--- config.mk ---
export PLATFORM = sky130hd
export DESIGN_NAME = int_controller
export DESIGN_NICKNAME = d
export VERILOG_FILES = /design/src/rtl/int_controller.sv
export SDC_FILE = /design/constraint.sdc
export NUM_CORES = 1
export LEC_CHECK = 0
export ABC_CLOCK_PERIOD_IN_PS = 3500
export BUFFER_PORTS_ARGS = -buffer_cell sky130_fd_sc_hd__buf_2
export CAP_MARGIN = 20
export CORE_MARGIN = 2
export CORE_UTILIZATION = 46
export CTS_BUF_LIST = sky130_fd_sc_hd__clkbuf_8
export DETAILED_ROUTE_END_ITERATION = 6
export GPL_ROUTABILITY_DRIVEN = 0
export GPL_TIMING_DRIVEN = 0
export PLACE_DENSITY = 0.86
export SKIP_CTS_REPAIR_TIMING = 1
export SLEW_MARGIN = 20
export SYNTH_ARGS = -nofsm -noshare
export SYNTH_HDL_FRONTEND = slang
export SYNTH_SLANG_ARGS = --single-unit
--- constraint.sdc ---
create_clock -name clk -period 3.5 [get_ports clk]
set_input_delay 0.35 -clock clk [delete_from_list [all_inputs] [get_ports clk]]
set_output_delay 0.35 -clock clk [all_outputs]
set_load 0.02 [all_outputs]
--- src/rtl/int_controller.sv ---
// int_controller: prioritised maskable 4-line interrupt controller; edge capture into pending, req/ack handshake to fetch with int_id/int_vector, rti return, cfg register port (GEN/MASK/PENDING/STATUS)
module int_controller #(
  parameter logic [31:0] VEC_BASE   = 32'h0000_0200,
  parameter logic [31:0] VEC_STRIDE = 32'h0000_0010
) (
  input  logic        clk,
  input  logic        reset,
  input  logic [3:0]  irq_in,
  input  logic        stall,
  input  logic        int_ack,
  input  logic        rti,
  input  logic        cfg_we,
  input  logic [1:0]  cfg_addr,
  input  logic [31:0] cfg_wdata,
  output logic [31:0] cfg_rdata,
  output logic        int_req,
  output logic [1:0]  int_id,
  output logic [31:0] int_vector,
  output logic        in_service
);
  typedef enum logic [1:0] {IDLE, REQ, SERVICE} state_t;
  state_t      state_q, state_d;
  logic [3:0]  sync1_q, sync2_q, sync2d_q;
  logic [3:0]  pending_q, pending_d, mask_q, mask_d;
  logic        gen_q, gen_d;
  logic        int_req_q, int_req_d, in_service_q, in_service_d;
  logic [1:0]  int_id_q, int_id_d, nxt_id;
  logic [31:0] vec_q, vec_d;
  logic [3:0]  edges, pm, w1c, ack_clr;
  logic        cfg_unused;
  assign cfg_unused = ^cfg_wdata[31:4];
  always_comb begin
    edges   = sync2_q & ~sync2d_q;
    pm      = pending_q & mask_q;
    nxt_id  = pm[0] ? 2'd0 : pm[1] ? 2'd1 : pm[2] ? 2'd2 : 2'd3;
    gen_d   = (cfg_we && cfg_addr == 2'd0) ? cfg_wdata[0] : gen_q;
    mask_d  = (cfg_we && cfg_addr == 2'd1) ? cfg_wdata[3:0] : mask_q;
    w1c     = (cfg_we && cfg_addr == 2'd2) ? cfg_wdata[3:0] : 4'b0;
    state_d      = state_q;
    int_req_d    = int_req_q;
    in_service_d = in_service_q;
    int_id_d     = int_id_q;
    vec_d        = vec_q;
    ack_clr      = 4'b0;
    case (state_q)
      IDLE: if (gen_q && |pm && !stall) begin
        state_d   = REQ;
        int_req_d = 1'b1;
        int_id_d  = nxt_id;
        vec_d     = VEC_BASE + VEC_STRIDE * {30'b0, nxt_id};
      end
      REQ: if (int_ack) begin
        state_d      = SERVICE;
        int_req_d    = 1'b0;
        in_service_d = 1'b1;
        ack_clr      = 4'b1 << int_id_q;
      end
      default: if (rti) begin
        state_d      = IDLE;
        in_service_d = 1'b0;
      end
    endcase
    // new edges are ORed in last so they win over both clear sources
    pending_d = (pending_q & ~w1c & ~ack_clr) | edges;
  end
  assign cfg_rdata = cfg_addr == 2'd0 ? {31'b0, gen_q} :
                     cfg_addr == 2'd1 ? {28'b0, mask_q} :
                     cfg_addr == 2'd2 ? {28'b0, pending_q} :
                     {27'b0, in_service_q, int_req_q, 1'b0, int_id_q};
  always_ff @(posedge clk) begin
    if (reset) begin
      state_q      <= IDLE;
      sync1_q      <= '0;
      sync2_q      <= '0;
      sync2d_q     <= '0;
      pending_q    <= '0;
      mask_q       <= '0;
      gen_q        <= 1'b0;
      int_req_q    <= 1'b0;
      in_service_q <= 1'b0;
      int_id_q     <= '0;
      vec_q        <= VEC_BASE;
    end else begin
      state_q      <= state_d;
      sync1_q      <= irq_in;
      sync2_q      <= sync1_q;
      sync2d_q     <= sync2_q;
      pending_q    <= pending_d;
      mask_q       <= mask_d;
      gen_q        <= gen_d;
      int_req_q    <= int_req_d;
      in_service_q <= in_service_d;
      int_id_q     <= int_id_d;
      vec_q        <= vec_d;
    end
  end
  assign int_req    = int_req_q;
  assign int_id     = int_id_q;
  assign int_vector = vec_q;
  assign in_service = in_service_q;
endmodule

==> out/qor.yml <==
cp-start-kind: "flip-flop"
power_density_nw_per_um2: 320
worstPathRequired_ps: 3150
floorplan.core_area_um2: 3310
antenna_cells_inserted: 0
dominant_combinational_cell_family_by_area_after_synthesis: "buffers and inverters"
worst_slack_ps: 1820
run_status: "finished, final reports clean"
die_h_um: 62.7
place_hpwl_mm: 2.16
dr_wl_met3_um: 273
min_path_type: "in -> reg"
drt_first_pass_iters: 4
crit_start: "int_vector[4]"
power.static_leakage_uw: 0.00107
synth_seq_cells: 27
slowest_cp_cell: "mux4_2"
cts_inserted_buffers: 3
port_buffers: 23
layout.cells.most_common_list: "60 x buf_4, 57 x conb_1, 28 x buf_2"
path_cells: "mux4_2 -> buf_2"
timing.critical_path.arrival_ps: 1330
yosys.area_share.adder_pct: 0
post_synth_mux_area_share_pct: 3.72
clock_tree.htree_level_count: 1
final.setup.tns_ps: 0
layout.cells.most_common: "buf_4"
skew_ps: 9.83
reg2reg_from: "state_q[1]"
wl_met2_mm: 1.40
initialDrtViolationCount: 46
multi_input_area_um2: 743
timing.critical_path.fanout_max: 8
root_buffer_selected_by_cts: "clkbuf_8"
met1_wire_length_mm: 1.08
horizontal_extent_of_the_die_um: 62.7
worst_path_largest_cell_delay_ps: 490
routed_wirelength_mm: 2.78
worst_hold_slack_after_final_layout_ps: 287
worst_setup_path_end_kind: "primary output"
insertion_delay_ps: 270
yosysSeqAreaShare_pct: 34.2
fillerInstances: 295
grt_pass1_vias: 1066
hold_viol: 0
ys.warnings.count: 0
synthToLayoutAreaGrowth_pct: 26.8
grt_first_pass_wirelength_mm: 4.48
grt_max_degree: 15
peakVddDrop_v: 0.000261
syn_inst: 178
highest_layer: "met4"
io_pins: 112
rows: 21
hold_path_startpoint: "irq_in[2]"
synth_xor_area_share_pct: 0
max_cap_violations: 0
period_share_pct: 47.9
async_flop_share_pct: 0
num_vias: 1231
drc_errors: 0
place_ws_ps: 1950
most_used_flip_flop_cell_after_synthesis: "dfxtp_1"
die_area_um2: 3930
post-route-min-period_ps: 1680
setup_viol: 0
cts.reportedPaths.clkPinSlew_ps: 90
post_synth.cell_area_avg_um2: 8.89
grt_setup_unrepaired: "false"
fmax_mhz: 596
num_clock_sinks: 27
final_layout_size_suffix_gt1_share_pct: 36.9
post_synth_instance_area_um2: 1580
design.final.nets: 305
post_synth_edffs: 0
synth_simple_gate_area_share_pct: 17.5
grt-ovfl-total: 0
route.antenna.remaining_nets: 0
layout.area.seq_um2: 541
initial_standard_cell_utilization_of_the_core_pct: 47.8
synth_compound_area_share_pct: 12.3
antenna_found_initial: 0
worst_setup_path_category: "reg -> out"
gr-usage-all-layers_pct: 13.9
via_per_inst: 4.02
synth_cell_types: 34
timing.final.max_slew_violations: 0
post_drt_wl_per_cell_um: 9.08
cts.path.max_buffers: 2
cts_tree: "done"
where the power goes:
| part | switching, uW | internal [uW] | leakage, uW |
|---|---|---|---|
| Combinational | 86.2 | 63.4 | 0.000820 |
| Clock | 92.2 | 78.6 | 0.0000269 |
| Sequential | 5.31 | 317 | 0.000220 |
cells by family after synthesis:
kind of cell | count (synthesis)
simple gates | 45
other cells | 2
compound gates | 27
flops | 27
mux | 4
buf+inv | 73
final timing paths:
| path | to | depth (start not counted) | slack (ps) |
|---|---|---|---|
| setup / recovery | cfg_rdata[0] | 2 | 1820 |
| setup reg to reg | int_vector[4] | 3 | 2240 |
| hold / removal | sync1_q[2] | 2 | 290 |
| hold reg to reg | sync2_q[0] | 1 | 430 |
stage by stage:
step	std cells	instance area [um^2]	power, uW	utilization, %
6_report	306	2010	643	60.6
5_1_grt	306	2010	675	60.6
3_5_place_dp	302	1960	476	59.3
3_3_place_gp	302	1960	475	59.3
2_1_floorplan	233	1790	459	-
4_1_cts	306	2010	647	60.6
critical path, delay by kind of cell (launching register included):
kind	cells	cell delay, ps
flops	1	400
buf+inv	1	170
mux	1	490
layer usage:
metal,vias up,global-route usage [%]
li1,635,-
met1,532,15.3
met3,4,3.60
met4,0,3.89
met5,-,0
met2,60,25.9
final cells by class:
class	count	share of cell area, %
Sequential cell	27	26.9
Multi-Input combinational cell	133	37.0
Timing Repair Buffer	23	5.74
Inverter	8	1.50
Buffer	65	23.7
Clock inverter	1	0.187
Clock buffer	3	2.06
Tap cell	46	2.87
registers in the layout, summed over array words and instances (netlist names):
register    cells
gen_q           1
in_service      1
int_req         1
int_vector      2
mask_q          4
pending_q       4
state_q         2
sync1_q         4
sync2_q         4
sync2d_q        4
cells in the mapped netlist, drive strengths merged, types with 2 or more instances:
library cell	instances	share of area, %
nand3	4	1.3
o2bb2ai	3	1.7
dfxtp	27	34
a211o	3	1.7
nor2b	14	5.5
conb	2	0.47
nand2	9	2.1
mux2	2	1.7
inv	8	1.9
buf	65	30
nand2b	2	0.79
nand3b	3	1.4
nor2	3	0.71
nor3b	3	1.4
o21ai	2	0.87
a22o	5	2.8
a21oi	9	2.8
No activity file was read; power rests on OpenSTA's default activity.
